==> src/rtl/div_6432.sv <==
// Sequential unsigned restoring divider: 2W-bit dividend / W-bit divisor.
// Produces one quotient bit per clock; start/ready_n handshake.
//
// Ports:
//   clk      rising-edge clock
//   rst_n    asynchronous active-low reset
//   start    1-cycle request, operands sampled on the same edge
//   ina      dividend (2W bits)
//   inb      divisor (W bits)
//   q, r     quotient / remainder (W bits each)
//   ovf      quotient does not fit in W bits (includes divide by zero)
//   dz       divide by zero
//   busy     high while iterating
//   ready_n  low when q/r/ovf/dz hold the result of the last request
module div_6432 #(
    parameter int W     = 32,
    parameter int CNT_W = 6
) (
    input  logic           clk,
    input  logic           rst_n,
    input  logic           start,
    input  logic [2*W-1:0] ina,
    input  logic [W-1:0]   inb,
    output logic [W-1:0]   q,
    output logic [W-1:0]   r,
    output logic           ovf,
    output logic           dz,
    output logic           busy,
    output logic           ready_n
);

    typedef enum logic [1:0] {
        S_IDLE,
        S_CALC,
        S_DONE
    } state_t;

    state_t           r_state;
    logic [W-1:0]     r_alo;
    logic [W-1:0]     r_b;
    // Partial remainder stays below the divisor, so W bits suffice for
    // storage; the trial subtraction below is done on W+1 bits.
    logic [W-1:0]     r_p;
    logic [W-1:0]     r_qs;
    logic [CNT_W-1:0] r_cnt;
    // Overflow / zero-divisor result is due on the edge after start.
    logic             r_pend;

    logic [W:0]       w_t;
    logic             w_ge;
    logic [W-1:0]     w_diff;
    logic [W-1:0]     w_pn;
    logic [W-1:0]     w_qn;
    logic             w_ovf_in;
    logic             w_last;

    assign w_t      = {r_p, r_qs[W-1]};
    assign w_ge     = (w_t >= {1'b0, r_b});
    // When w_ge holds the true difference is < r_b, so it fits in W bits.
    assign w_diff   = w_t[W-1:0] - r_b;
    assign w_pn     = w_ge ? w_diff : w_t[W-1:0];
    assign w_qn     = {r_qs[W-2:0], w_ge};
    // inb == 0 is covered too: any high half is >= 0.
    assign w_ovf_in = (ina[2*W-1:W] >= inb);
    assign w_last   = (r_cnt == CNT_W'(W - 1));

    always_ff @(posedge clk or negedge rst_n) begin
        if (!rst_n) begin
            r_state <= S_IDLE;
            r_alo   <= '0;
            r_b     <= '0;
            r_p     <= '0;
            r_qs    <= '0;
            r_cnt   <= '0;
            r_pend  <= 1'b0;
            q       <= '0;
            r       <= '0;
            ovf     <= 1'b0;
            dz      <= 1'b0;
            busy    <= 1'b0;
            ready_n <= 1'b1;
        end else begin
            unique case (r_state)
                S_IDLE, S_DONE: begin
                    if (start) begin
                        r_alo   <= ina[W-1:0];
                        r_b     <= inb;
                        ready_n <= 1'b1;
                        ovf     <= 1'b0;
                        dz      <= 1'b0;
                        r_cnt   <= '0;
                        if (w_ovf_in) begin
                            r_pend  <= 1'b1;
                            r_state <= S_DONE;
                        end else begin
                            r_pend  <= 1'b0;
                            busy    <= 1'b1;
                            r_p     <= ina[2*W-1:W];
                            r_qs    <= ina[W-1:0];
                            r_state <= S_CALC;
                        end
                    end else if (r_pend) begin
                        // Decision taken from the latched operands.
                        r_pend  <= 1'b0;
                        q       <= '1;
                        r       <= r_alo;
                        dz      <= (r_b == '0);
                        ovf     <= 1'b1;
                        ready_n <= 1'b0;
                    end
                end
                S_CALC: begin
                    r_p   <= w_pn;
                    r_qs  <= w_qn;
                    r_cnt <= r_cnt + 1'b1;
                    if (w_last) begin
                        q       <= w_qn;
                        r       <= w_pn;
                        busy    <= 1'b0;
                        ready_n <= 1'b0;
                        r_state <= S_DONE;
                    end
                end
                default: r_state <= S_IDLE;
            endcase
        end
    end

endmodule

==> config.mk <==
export PLATFORM = sky130hd
export DESIGN_NAME = div_6432
export DESIGN_NICKNAME = d
export VERILOG_FILES = /design/src/rtl/div_6432.sv
export SDC_FILE = /design/constraint.sdc
export NUM_CORES = 1
export LEC_CHECK = 0
export ABC_AREA = 1
export BUFFER_PORTS_ARGS = -buffer_cell sky130_fd_sc_hd__buf_2
export CORE_MARGIN = 4
export CORE_UTILIZATION = 35
export CTS_CLUSTER_DIAMETER = 80
export CTS_CLUSTER_SIZE = 25
export DETAILED_ROUTE_END_ITERATION = 6
export GPL_TIMING_DRIVEN = 1
export PLACE_DENSITY = 0.6
export SYNTH_ARGS = -nofsm -noshare
export SYNTH_HDL_FRONTEND = slang
export SYNTH_SLANG_ARGS = --single-unit
export TNS_END_PERCENT = 10
==> constraint.sdc <==
create_clock -name clk -period 3.5 [get_ports clk]
set_input_delay 0.175 -clock clk [delete_from_list [all_inputs] [get_ports clk]]
set_output_delay 0.175 -clock clk [all_outputs]
set_load 0.05 [all_outputs]
### Word-level counts from Yosys, hierarchy flattened

Cells that the tools add are included.
Widths: inputs -> output; s select.

* flip-flop bits (word level): 205
* output and inout bits: 68

* add/sub/neg operators: 2
* equality and inequality tests: 9
* $lt $le $gt $ge: 2
* muxes and demuxes: 34
* reductions and logical operators: 13

Operators by type and width (count)
* $mux 32: 11
* $pmux 32 s2: 4
* $ge 33x32->1: 1
* $ge 32x32->1: 1
* $logic_not 32->1: 1
* $sub 32x32->32: 1
* $pmux 6 s2: 1
* $mux 1: 11
* $ne 2x2->1 const B: 5
* $reduce_and 2->1: 4
* $reduce_and 4->1: 2
* $add 6x1->6 const B: 1
* $eq 6x5->1 const B: 1
* $mux 2: 3
* $mux 6: 1
* $reduce_and 3->1: 2
* $pmux 1 s2: 2
* $pmux 2 s2: 1
* $reduce_bool 2->1: 2
* $ne 3x3->1 const B: 1
* $eq 2x1->1 const B: 1
* $eq 2x2->1 const B: 1
* $logic_not 2->1: 1
* $reduce_or 2->1: 1

### Logic depth before layout (Yosys ltp)

* depth after elaboration: 4
* mapped depth: 18
* mapped depth without buffers: 18

### Least setup slack after synthesis

Ideal clock, no wire load.

* path kind: flip-flop to flip-flop
* start: reg r_b[0]
* end: reg r_p[16]
* arrival: 1899 ps
* library setup time: 117 ps
* buffers on the path: 0
* slack: 1484 ps
* stages on the path, launching flop included: 15
* path through: dfrtp_1 -> ha_1 -> fa_1 -> inv_1 -> nand3_1 -> nand3_1 -> nand2_1 -> a21oi_1 -> nor2_1 -> nand2_1 -> nand2_1 -> nand3_1 -> nand3_1 -> nand2_1 -> nand2_1

* longest elaborated chain between the ends: 3
* elaborated cells between the ends (all ways): 4

Ends and longest elaborated chain
* start, declared: line 40 `logic [W-1:0] r_b;`
* start signal, assigned: line 87 `r_b <= inb;`
* $sub 32x32->32 or $ge 33x32->1 (tied branches): line 60, 58
* $mux 32 (*): line 61 `assign w_pn = w_ge ? w_diff : w_t[W-1:0];`
* $pmux 32 s2 (*): line 83 `unique case (r_state)`
* end signal, assigned: line 98 `r_p <= ina[2*W-1:W];`
* end signal, assigned: line 113 `r_p <= w_pn;`
* end, declared: line 43 `logic [W-1:0] r_p;`

Every way passes the cells marked *; elsewhere a longest branch is shown, timed or not.
A chain may end at the register's enable or synchronous reset.

### Worst setup path after layout

* start: in inb[11]
* end: reg r_p[15]

* longest elaborated chain between the ends: 3

Ends and longest elaborated chain
* start, declared: line 23 `input logic [W-1:0] inb,`
* $ge 32x32->1: line 64 `assign w_ovf_in = (ina[2*W-1:W] >= inb);`
* $ne 2x2->1 (no line)
* $reduce_and 3->1 (no line)

No other way between the ends.

==> impl_results.rst <==
.. list-table::
   :header-rows: 1

   * - Metric
     - Value
   * - Status
     - finished, final reports clean
   * - Total CTS buffers
     - 13
   * - Number of warnings issued by yosys
     - 0
   * - RSZ-0062 raised after global routing
     - false
   * - HPWL after detailed placement
     - 32.9 mm
   * - H-tree depth reported by CTS
     - 1
   * - Top cell family by delay on the critical path
     - simple AND/OR/NAND/NOR gates
   * - Hold/Removal Path Class
     - in2reg
   * - Crit Path Category
     - in2reg
   * - Post-route minimum period
     - 2.89 ns
   * - Crit path cell chain
     - dlygate4sd3_1, buf_2, inv_1, ha_1, nand2_1, inv_2, nand3_1, nor3_1, nand4_1, nand4_4, nand2_4, buf_4, nand2_1, nand2_1
   * - Area growth syn-to-layout
     - 17.7%
   * - Post-synth EDFFs
     - 0
   * - Pin count of the biggest net entering global routing
     - 104
   * - Width of the chip
     - 201 um
   * - Via count of the first global-routing pass
     - 12200
   * - Count of buffers from port buffering
     - 166
   * - Startpoint type of the worst setup path
     - input pin
   * - Setup violations, final
     - 0
   * - Post-detailed-routing wire length
     - 43.0 mm
   * - Post-Synthesis Cells
     - 1859
   * - CP max-delay cell
     - sky130_fd_sc_hd__nor3_1
   * - First-pass GRT wire length
     - 68.7 mm
   * - Worst path max stage delay
     - 0.65 ns
   * - Clock latency on the worst-skew pair
     - 0.51 ns
   * - Achievable frequency
     - 0.346 GHz
   * - Setup slack on the worst flop-to-flop path
     - 0.65 ns
   * - Number of cells traversed by the worst hold path
     - 3
   * - Count of vias placed by the detailed router
     - 12500
   * - Cell Pwr Density
     - 1020 nW/um^2
   * - CTS sink cnt
     - 205
   * - Mapped Area
     - 13000 sq um
   * - Final core area utilization
     - 41.8%
   * - Via density
     - 4.95
   * - Synth unique cells
     - 38
   * - Post-detailed-route count of antenna-violating nets
     - 0
   * - Overflow left after global routing
     - 0
   * - Hold-critical path endpoint
     - r_alo[17]
   * - Most common library cells after synthesis
     - sky130_fd_sc_hd__nand2_1 (488), sky130_fd_sc_hd__inv_1 (306), sky130_fd_sc_hd__dfrtp_1 (204)
   * - Number of nets produced by synthesis
     - 2024
   * - Clock Tree Buf Depth
     - 3
   * - Critical path peak fanout
     - 24
   * - CP Buf/Inv Count
     - 5
   * - Worst reg2reg path startpoint
     - r_state[0]
   * - First-pass iteration count of the detailed router
     - 6
   * - Seq cells post-synth
     - 205
   * - Filler-free cell count of the finished design
     - 2520
   * - Endpoints failing hold
     - 0
   * - Depth of the worst register-to-register path
     - 10
   * - Initial antenna violation count
     - 0
   * - Reported max-cap violation count
     - 0
   * - Final net count
     - 2213
   * - Residual DRC count
     - 0
   * - Min-delay src
     - ina[17]
   * - Ports placed on the boundary
     - 167
   * - Final-layout worst hold slack
     - 0.0132 ns
   * - Count of cells resized by post-cts repair
     - 0
   * - Post-synth top flop
     - sky130_fd_sc_hd__dfrtp_1
   * - Worst vdd rail ir drop
     - 0.559 mV
   * - Post-CTS Repair Setup Buffers
     - 0
   * - Capturing element type of the critical path
     - flop
   * - Post-synth top area share
     - 39.3%
   * - Vertical extent of the die
     - 201 um
   * - Final setup slack of the worst path
     - 0.608 ns
   * - Worst clock skew
     - 0.0456 ns
   * - Number of antenna diodes
     - 0
   * - FFs w/ async S/R, synth
     - 100%
   * - Final-report max-slew violation count
     - 0
   * - Clock transition at path regs
     - 0.10 ns
   * - Total negative slack for setup checks
     - 0 ns
   * - Req. time, crit path
     - 3.85 ns
   * - Sequential element share of the synthesized area
     - 39.5%
   * - Filler cell count in the final layout
     - 3864
   * - Core area
     - 36600 sq um
   * - R2r endpoint
     - r[16]
   * - Levels on crit path
     - 14
   * - Most used cell, CP
     - sky130_fd_sc_hd__nand2_1
   * - Routed wire length per instance
     - 17.1 um
   * - Row Count
     - 70
   * - Root buffer cell
     - sky130_fd_sc_hd__clkbuf_16
   * - Routability cong.
     - 0.906
   * - Post-CTS Hold Fix Bufs
     - 64
   * - Worst slew pin tran
     - 1.21 ns
   * - Total Die Area
     - 40300 sq um
   * - Post-Place Setup Slack
     - 0.706 ns
   * - Layout cells sized above 1
     - 12.9%
   * - Dominant cell type by area after synthesis
     - sky130_fd_sc_hd__dfrtp_1
   * - Fin crit share
     - 82.6%
   * - DRC marker count from the first detailed-route iteration
     - 849
   * - Top-count cell post-synth
     - sky130_fd_sc_hd__nand2_1
   * - Slew HR
     - 19.0%
   * - Arrival time at the worst endpoint
     - 3.25 ns
   * - Clock tree from TritonCTS
     - yes
   * - GRT Util Overall
     - 20.9%
   * - Total instance count after detailed placement
     - 2437
   * - Synth Area per Inst
     - 6.99 sq um
   * - Leakage dissipation
     - 8.09 nW
   * - Top area cells in the synthesized netlist
     - sky130_fd_sc_hd__dfrtp_1 (39%), sky130_fd_sc_hd__nand2_1 (14%), sky130_fd_sc_hd__inv_1 (8.8%), sky130_fd_sc_hd__ha_1 (6.3%), sky130_fd_sc_hd__nand3_1 (6.0%)
   * - Initial core utilization
     - 35.5%
==> worst reg2reg max path: stages, from the launching register on <==
cell and delay [ns]:
sky130_fd_sc_hd__dfrtp_1 0.42, sky130_fd_sc_hd__inv_1 0.12, sky130_fd_sc_hd__nor2_4 0.12, sky130_fd_sc_hd__buf_4 0.38, sky130_fd_sc_hd__nand3_1 0.27, sky130_fd_sc_hd__nand2_4 0.11, sky130_fd_sc_hd__inv_1 0.49, sky130_fd_sc_hd__a21oi_1 0.57
sky130_fd_sc_hd__nand3_1 0.14, sky130_fd_sc_hd__nand2_1 0.07, sky130_fd_sc_hd__inv_1 0.03
==> layer usage <==
metal / global-route usage, % / vias up / wire, um
met3: 3.18 / 58 / 2280
met1: 29.2 / 5811 / 20200
met4: 4.40 / 0 / 1020
li1: - / 6235 / -
met5: 0 / - / 0
met2: 34.6 / 363 / 19500
==> layout by cell type, fill, tap and decap left out, types with 16 or more instances in the layout <==
cell type and n:
sky130_fd_sc_hd__nand2_1 488, sky130_fd_sc_hd__dfrtp_1 204, sky130_fd_sc_hd__nor2_1 172, sky130_fd_sc_hd__buf_2 165
sky130_fd_sc_hd__dlygate4sd3_1 64, sky130_fd_sc_hd__ha_1 65, sky130_fd_sc_hd__or2_2 33, sky130_fd_sc_hd__buf_4 16
sky130_fd_sc_hd__a31oi_1 32, sky130_fd_sc_hd__nand4_1 49, sky130_fd_sc_hd__o21ai_0 133, sky130_fd_sc_hd__inv_1 306
sky130_fd_sc_hd__a21oi_1 65, sky130_fd_sc_hd__nand3_1 155
==> logic make-up after synthesis <==
group | Yosys count | synth area share [%]
AND/OR/NAND/NOR | 941 | 31.4
flip-flops | 205 | 39.5
buffers and inverters | 386 | 11.8
XOR/XNOR | 14 | 0.943
AO/OA/AOI/OAI | 247 | 10.0
adder cells (fa/ha/maj) | 66 | 6.41
==> registers in the layout (all words and copies together), names as in the netlist <==
signal / count
r_cnt: 6
busy: 1
r_pend: 1
r_qs: 32
r_p: 32
r_state: 2
r: 32
r_b: 32
r_alo: 32
q: 32
dz: 1
ready_n: 1
ovf: 1
==> power breakdown <==
part / switching [mW] / internal, mW / total, mW
Sequential: 0.715 / 3.46 / 4.18
Combinational: 6.94 / 2.87 / 9.81
Clock: 0.860 / 0.724 / 1.58
==> worst max-delay path by stage <==
| stage | startpoint | to | slack, ns |
|---|---|---|---|
| floorplan | r_b[0] | r_p[16] | 1.48 |
| global placement | inb[11] | r_p[12] | 0.75 |
| detailed placement | inb[11] | r_p[13] | 0.71 |
| CTS | inb[11] | r_p[15] | 0.65 |
| global route | r_cnt[0] | r[16] | 0.30 |
| finish | inb[11] | r_p[15] | 0.61 |
==> cell type report <==
class	count	area, sq um	share of cell area [%]
clock buffers	15	343	2.24
repair buffers	250	1680	11.0
inverters	310	1160	7.61
flip-flops and latches	205	5130	33.5
well taps	468	586	3.83
clock inverters	4	41.3	0.270
multi-input cells	1268	6360	41.5
==> metrics by stage <==
step           instance area [sq um]  power, mW
4_1_cts                        15300       15.7
3_3_place_gp                   14300       13.9
6_report                       15300       15.6
5_1_grt                        15300       17.0
3_5_place_dp                   14300       14.0
2_1_floorplan                  13000       11.2
Note: power is estimated with default switching activity, not from simulation.
